`config.mk`:
```
export PLATFORM = sky130hd
export DESIGN_NAME = rr_mux4_arbiter_flat
export DESIGN_NICKNAME = d
export VERILOG_FILES = /design/src/rtl/rr_mux4_arbiter_pkg.sv /design/src/rtl/rr_mux4_arbiter_if.sv /design/src/rtl/rr_mux4_arbiter_mux.sv /design/src/rtl/rr_mux4_arbiter.sv /design/src/flat_wrapper.sv
export SDC_FILE = /design/constraint.sdc
export NUM_CORES = 1
export LEC_CHECK = 0
export ABC_AREA = 1
export CORE_ASPECT_RATIO = 1.1
export CORE_MARGIN = 3
export CORE_UTILIZATION = 39
export DETAILED_ROUTE_END_ITERATION = 7
export PLACE_DENSITY = 0.83
export SLEW_MARGIN = 20
export SYNTH_ARGS = -nofsm -noshare
export SYNTH_HDL_FRONTEND = slang
export SYNTH_SLANG_ARGS = --single-unit
```
`constraint.sdc`:
```
create_clock -name clk -period 6 [get_ports clk]
set_clock_uncertainty 0.2 [all_clocks]
set_input_delay 1.5 -clock clk [delete_from_list [all_inputs] [get_ports clk]]
set_output_delay 1.5 -clock clk [all_outputs]
set_load 0.02 [all_outputs]
```
`src/rtl/rr_mux4_arbiter_pkg.sv`:
```
// Shared definitions for the round-robin 4:1 mux arbiter: requester count,
// select width, FSM state encoding and the rotating priority scan.
package rr_mux4_arbiter_pkg;

  localparam int NUM_REQ = 4;
  localparam int SEL_W   = 2;

  typedef enum logic {
    ARB  = 1'b0,
    LOCK = 1'b1
  } arbState_e;

  // Returns the first asserted request found scanning ptr, ptr+1, ... with
  // natural 2-bit wrap. Callers only use the result when req is non-zero.
  function automatic logic [SEL_W-1:0] rrPick(input logic [NUM_REQ-1:0] req,
                                              input logic [SEL_W-1:0]   ptr);
    logic [SEL_W-1:0] idx;
    logic [SEL_W-1:0] pick;
    logic             found;
    pick  = ptr;
    found = 1'b0;
    for (int k = 0; k < NUM_REQ; k++) begin
      idx = ptr + SEL_W'(k);
      if (!found && req[idx]) begin
        pick  = idx;
        found = 1'b1;
      end
    end
    return pick;
  endfunction

endpackage

```
`src/rtl/rr_mux4_arbiter_if.sv`:
```
// Requester/downstream bundle for rr_mux4_arbiter. The master side drives
// requests, lock, data words and out_ready; the arbiter sits on the slave side.
interface rr_mux4_arbiter_if #(
  parameter int SIZE = 32
);
  import rr_mux4_arbiter_pkg::*;

  logic [NUM_REQ-1:0] req;
  logic [NUM_REQ-1:0] lock;
  logic [SIZE-1:0]    data0;
  logic [SIZE-1:0]    data1;
  logic [SIZE-1:0]    data2;
  logic [SIZE-1:0]    data3;
  logic [NUM_REQ-1:0] gnt;
  logic               out_valid;
  logic               out_ready;
  logic [SIZE-1:0]    out_data;
  logic [SEL_W-1:0]   out_src;

  modport master (
    output req, lock, data0, data1, data2, data3, out_ready,
    input  gnt, out_valid, out_data, out_src
  );

  modport slave (
    input  req, lock, data0, data1, data2, data3, out_ready,
    output gnt, out_valid, out_data, out_src
  );

endinterface

```
`src/rtl/rr_mux4_arbiter_mux.sv`:
```
// Plain 4:1 word multiplexer used as the shared datapath of the arbiter.
module yMux4to1 #(
  parameter int SIZE = 32
) (
  output logic [SIZE-1:0] z,
  input  logic [SIZE-1:0] a0,
  input  logic [SIZE-1:0] a1,
  input  logic [SIZE-1:0] a2,
  input  logic [SIZE-1:0] a3,
  input  logic [1:0]      c
);

  // Select one of the four words by c.
  always_comb begin
    z = a0;
    case (c)
      2'd0: z = a0;
      2'd1: z = a1;
      2'd2: z = a2;
      2'd3: z = a3;
      default: z = a0;
    endcase
  end

endmodule

```
`src/rtl/rr_mux4_arbiter.sv`:
```
// Round-robin arbiter sharing one 4:1 mux among four requesters, with a
// one-entry valid/ready output register and capped lock bursts.
module rr_mux4_arbiter
  import rr_mux4_arbiter_pkg::*;
#(
  parameter int SIZE      = 32,
  parameter int MAX_BURST = 4
) (
  input logic               clk,
  input logic               rst_n,
  rr_mux4_arbiter_if.slave  bus
);

  localparam int CNT_W = $clog2(MAX_BURST + 1);
  localparam logic [NUM_REQ-1:0] GNT_ONE = NUM_REQ'(1);

  arbState_e        state_q, state_d;
  logic [SEL_W-1:0] ptr_q, ptr_d;
  logic [SEL_W-1:0] owner_q, owner_d;
  logic [CNT_W-1:0] burstCnt_q, burstCnt_d;
  logic             outValid_q;
  logic [SIZE-1:0]  outData_q;
  logic [SEL_W-1:0] outSrc_q;

  logic             accept;
  logic             anyReq;
  logic             grantEn;
  logic             ownerHolds;
  logic             ownerDropped;
  logic [SEL_W-1:0] scanPtr;
  logic [SEL_W-1:0] winner;
  logic [CNT_W-1:0] count;
  logic [SIZE-1:0]  muxZ;

  yMux4to1 #(.SIZE(SIZE)) uMux (
    .z  (muxZ),
    .a0 (bus.data0),
    .a1 (bus.data1),
    .a2 (bus.data2),
    .a3 (bus.data3),
    .c  (winner)
  );

  // Winner selection: a locked owner keeps the grant while requesting; an owner
  // that dropped its request is released and the scan restarts just past it.
  always_comb begin
    accept       = ~outValid_q | bus.out_ready;
    anyReq       = |bus.req;
    grantEn      = accept & anyReq & rst_n;
    ownerHolds   = (state_q == LOCK) &&  bus.req[owner_q];
    ownerDropped = (state_q == LOCK) && !bus.req[owner_q];
    scanPtr      = ownerDropped ? owner_q + SEL_W'(1) : ptr_q;
    winner       = ownerHolds ? owner_q : rrPick(bus.req, scanPtr);
    count        = ownerHolds ? burstCnt_q + CNT_W'(1) : CNT_W'(1);
    bus.gnt      = grantEn ? (GNT_ONE << winner) : '0;
  end

  // Next-state: stay locked only while the winner asks for it and the burst cap
  // is not reached; otherwise rotate priority past the winner.
  always_comb begin
    state_d    = state_q;
    ptr_d      = ptr_q;
    owner_d    = owner_q;
    burstCnt_d = burstCnt_q;
    if (grantEn) begin
      if (bus.lock[winner] && (count < CNT_W'(MAX_BURST))) begin
        state_d    = LOCK;
        owner_d    = winner;
        burstCnt_d = count;
        ptr_d      = scanPtr;
      end else begin
        state_d    = ARB;
        ptr_d      = winner + SEL_W'(1);
        burstCnt_d = '0;
      end
    end
  end

  // Arbitration state registers.
  always_ff @(posedge clk or negedge rst_n) begin
    if (!rst_n) begin
      state_q    <= ARB;
      ptr_q      <= '0;
      owner_q    <= '0;
      burstCnt_q <= '0;
    end else begin
      state_q    <= state_d;
      ptr_q      <= ptr_d;
      owner_q    <= owner_d;
      burstCnt_q <= burstCnt_d;
    end
  end

  // One-entry output register: load on a grant, empty when accepting with no
  // requests, hold everything under backpressure.
  always_ff @(posedge clk or negedge rst_n) begin
    if (!rst_n) begin
      outValid_q <= 1'b0;
      outData_q  <= '0;
      outSrc_q   <= '0;
    end else if (accept) begin
      if (anyReq) begin
        outValid_q <= 1'b1;
        outData_q  <= muxZ;
        outSrc_q   <= winner;
      end else begin
        outValid_q <= 1'b0;
      end
    end
  end

  assign bus.out_valid = outValid_q;
  assign bus.out_data  = outData_q;
  assign bus.out_src   = outSrc_q;

endmodule

```
`src/flat_wrapper.sv`:
```
// flat-port wrapper written by rule: the top's interface ports become plain ports
module rr_mux4_arbiter_flat import rr_mux4_arbiter_pkg::*;
#(
  parameter int SIZE      = 32,
  parameter int MAX_BURST = 4
)
  (clk, rst_n, bus_req, bus_lock, bus_data0, bus_data1, bus_data2, bus_data3, bus_out_ready, bus_gnt, bus_out_valid, bus_out_data, bus_out_src);
  rr_mux4_arbiter_if #(.SIZE(SIZE)) bus_i ();
  input logic clk;
  input logic rst_n;
  input wire logic [$bits(bus_i.req)-1:0] bus_req;
  input wire logic [$bits(bus_i.lock)-1:0] bus_lock;
  input wire logic [$bits(bus_i.data0)-1:0] bus_data0;
  input wire logic [$bits(bus_i.data1)-1:0] bus_data1;
  input wire logic [$bits(bus_i.data2)-1:0] bus_data2;
  input wire logic [$bits(bus_i.data3)-1:0] bus_data3;
  input wire logic [$bits(bus_i.out_ready)-1:0] bus_out_ready;
  output wire logic [$bits(bus_i.gnt)-1:0] bus_gnt;
  output wire logic [$bits(bus_i.out_valid)-1:0] bus_out_valid;
  output wire logic [$bits(bus_i.out_data)-1:0] bus_out_data;
  output wire logic [$bits(bus_i.out_src)-1:0] bus_out_src;
  assign bus_i.req = bus_req;
  assign bus_i.lock = bus_lock;
  assign bus_i.data0 = bus_data0;
  assign bus_i.data1 = bus_data1;
  assign bus_i.data2 = bus_data2;
  assign bus_i.data3 = bus_data3;
  assign bus_i.out_ready = bus_out_ready;
  assign bus_gnt = bus_i.gnt;
  assign bus_out_valid = bus_i.out_valid;
  assign bus_out_data = bus_i.out_data;
  assign bus_out_src = bus_i.out_src;
  rr_mux4_arbiter #(.SIZE(SIZE), .MAX_BURST(MAX_BURST)) u_core (.clk(clk), .rst_n(rst_n), .bus(bus_i));
endmodule
```
==> results of run 1 <==
## through the flow
step	TNS, ps	setup slack, ps
2_1_floorplan	0	434
3_3_place_gp	-176	-68.0
3_5_place_dp	-754	-229
4_1_cts	0	20.8
5_1_grt	0	3.08
6_report	0	256
## synth_stat cells
| library cell | count |
|---|---|
| a31oi_1 | 32 |
| nand3_2 | 1 |
| clkbuf_1 | 26 |
| buf_6 | 1 |
| nand3_4 | 4 |
| nor4_1 | 1 |
| nor2_1 | 7 |
| nand2_2 | 8 |
| xor2_1 | 1 |
| o22ai_2 | 1 |
| buf_4 | 1 |
| inv_2 | 4 |
| o21ai_1 | 3 |
| dfrtp_1 | 43 |
| nand2_4 | 3 |
| nand3b_1 | 1 |
| nor2_2 | 1 |
| nand4_1 | 4 |
| o21ai_0 | 34 |
| inv_1 | 21 |
| ha_1 | 6 |
| nand2_1 | 212 |
| nand3_1 | 16 |
| a21oi_1 | 33 |
## timing repair
item | CTS | global route
pin swaps | 0 | 0
resized for setup | 4 | 13
setup endpoints to repair | 4 | 4
hold endpoints to repair | 0 | 0
hold buffers | 0 | 0
## worst max-delay path: stages
cell and delay [ps]:
clkdlybuf4s50_1 530, inv_1 90, nand2_2 90, nand3_4 100
nand3_4 110, nand2_1 70, nand2_2 130, nand2_1 90
nand2_1 90, nand2_1 50, nand2_1 120, nand2_1 60
nand2_1 50, nand2_1 40, nand2_1 50, nand2_1 50
nand2_2 80, nand2_4 70, inv_1 120, ha_1 200
inv_1 60, nor2_1 90, buf_2 180
## layout by cell type (no fill, tap or decap), types with 2 or more instances in the layout
master	count
nand3_1	16
clkbuf_2	3
ha_1	6
buf_2	2
nand2_2	8
inv_1	21
nand2_1	210
o21ai_1	3
a21oi_1	33
clkdlybuf4s50_1	172
nand2_4	5
dfrtp_1	43
a31oi_1	32
inv_2	4
clkbuf_8	6
buf_4	25
nor2_1	7
nand4_1	4
nand3_4	4
o21ai_0	34
## logic make-up (layout without fill, tap and decap cells)
group,after synthesis,count (layout),synth area share
compound gates,103,103,0.185
xor+xnor,1,1,0.00288
fa+ha+maj,6,6,0.0247
buf+inv,53,235,0.0691
flops,43,43,0.353
other cells,0,1,0
simple gates,258,258,0.365
## area by class of cell
type	instances	area, µm²	share of cell area
Timing Repair Buffer	202	1930	0.379
Antenna cell	1	2.50	0.000490
Clock inverter	1	8.76	0.00172
Tap cell	105	131	0.0257
Multi-Input combinational cell	368	1770	0.347
Clock buffer	7	86.3	0.0169
Inverter	25	93.8	0.0184
Sequential cell	43	1080	0.211
## sequential cells by signal (all words and copies together) (netlist names)
signal,count
u_core.ptr_q,2
u_core.bus.out_data,32
u_core.state_q,1
u_core.bus.out_valid,1
u_core.owner_q,2
u_core.bus.out_src,2
u_core.burstCnt_q,3
## power by group through the flow
stage / sequential [W] / combinational (W) / clock [W]
2_1_floorplan: 0.000659 / 0.00181 / 0
3_3_place_gp: 0.000530 / 0.00284 / 0
3_5_place_dp: 0.000533 / 0.00293 / 0
4_1_cts: 0.000530 / 0.00293 / 0.000199
5_1_grt: 0.000550 / 0.00327 / 0.000211
6_report: 0.000530 / 0.00293 / 0.000196
## routing by layer
layer  track usage  vias up  part of all wire
met3        0.0672       33             0.075
met5             0        -                 0
met2         0.452      183              0.51
li1              -     1881                 -
met4         0.119        0             0.039
met1         0.269     1743              0.37
## path summary, 6_finish.rpt
kind / end / slack, ps
max: bus_gnt[1] / 260
min reg2reg: u_core.bus.out_data[0]$_DFFE_PN0P_ / 280
min: u_core.bus.out_data[0]$_DFFE_PN0P_ / 280
max reg2reg: u_core.bus.out_data[13]$_DFFE_PN0P_ / 2440
min in group asynchronous: u_core.bus.out_data[17]$_DFFE_PN0P_ / 1080
max in group asynchronous: u_core.ptr_q[0]$_DFFE_PN0P_ / 4160
==> flow_metrics.py, run 1 <==
metrics = {
    "worst_setup_path": {
        "startpoint": "bus_req[0]",
        "rr_startpoint": "u_core.owner_q[0]$_DFFE_PN0P_",
        "critical_path_arrival_ps": 4040,
        "crit_fanout": 7,
        "rr_worst_depth": 23,
        "critPathLaunchType": "input port",
        "critical_path_class": "in2out",
        "endpoint_kind": "output pin",
        "crit_required_ps": 4300,
    },
    "floorplan": {
        "die_area_um2": 8900,
        "core_um2": 7510,
        "chipWidth_um": 90.2,
        "initial_core_util": 0.405,
        "die_y_um": 98.7,
        "fp-row-count": 33,
        "io_pins": 178,
    },
    "synthesis": {
        "syn_inst": 464,
        "synth_cell_types": 24,
        "ys_top_cells_by_area": "dfrtp_1 (35%), nand2_1 (26%), a31oi_1 (6.6%)",
        "ys_warn_count": 0,
        "synth_top_cell_area_share": 0.353,
        "syn_avg_cell_area_um2": 6.56,
        "syn_nets": 609,
        "synth-seq-cells": 43,
        "netlist_area_um2": 3040,
        "yosysSeqAreaShare": 0.353,
        "yosysTopAreaCell": "dfrtp_1",
    },
    "drt": {
        "wl_per_cell_um": 14.7,
        "drc_errors": 0,
        "vias": 3840,
        "drtIter0Drc": 159,
        "vias_per_cell": 5.11,
        "dr.pass1.iters": 5,
        "wl_um": 11100,
        "ant_nets": 0,
    },
    "layout": {
        "final_util": 0.679,
        "syn2layout_area_growth_pct": 67.7,
        "final_nets": 790,
        "nFillCells": 653,
        "fin_area_um2": 5110,
        "stdcell_count": 752,
        "layout-drive-gt1-share": 0.0944,
    },
    "power": {
        "p_seq_frac": 0.145,
        "p_sw_frac": 0.547,
        "p_sw_w": 0.00200,
        "ir_drop_mv": 0.445,
        "internal_power_w": 0.00166,
        "power_frac_comb": 0.801,
        "total_power_w": 0.00366,
        "pwr-share-clk": 0.054,
        "powerDensity_nw_per_um2": 716,
        "p_leak_nw": 2.33,
    },
    "sta": {
        "slew_viol_final": 0,
        "slew_headroom": 0.425,
        "finalSetupViolCount": 0,
        "fmax_mhz": 174,
        "hold_viol": 0,
        "fin_crit_ps": 5740,
        "rsz0062_at_grt": "no",
        "whs_ps": 282,
        "post-route-period-util": 0.957,
        "worstMarginPinSlew_ps": 862,
    },
    "grt": {
        "antenna_found_initial": 1,
        "grt_max_degree": 52,
        "grt_pass1_wl_um": 17900,
        "grt_usage": 0.249,
        "grt_pass1_vias": 3795,
        "grt_overflow": 0,
    },
    "worst_hold_path": {
        "whs_path_depth": 2,
        "min_path_type": "reg2reg",
        "worstHoldStart": "u_core.bus.out_data[0]$_DFFE_PN0P_",
    },
    "cts": {
        "post_cts_buffers": 0,
        "clockBufferDepth": 2,
        "clkLatencyLatePin_ps": 300,
        "cts_root_buf": "clkbuf_8",
        "cts.sinks": 43,
        "clkTransAtPathRegs_ps": 80,
        "tritoncts": "done",
        "htreeDepth": 2,
        "cts_buffers": 5,
    },
    "placed_design": {
        "postPlaceCellArea_um2": 5010,
        "placed_cells": 743,
        "place.gp.congestion": 0.877,
        "place.port_buffers": 177,
        "hpwl_um": 8760,
    },
    "run_status": {
        "status": "complete, no violations",
    },
    "flow_run": {
        "maxCapViolations": 0,
    },
}
No activity file was read; power rests on OpenSTA's default activity.
==> run 2: changes to the inputs <==
--- a/config.mk
+++ b/config.mk
@@ -15,3 +15,4 @@
 export SYNTH_ARGS = -nofsm -noshare
 export SYNTH_HDL_FRONTEND = slang
 export SYNTH_SLANG_ARGS = --single-unit
+export TNS_END_PERCENT = 1
==> results of run 2 <==
Same layout as run 1: the final DEF is identical, and so are final timing and power.
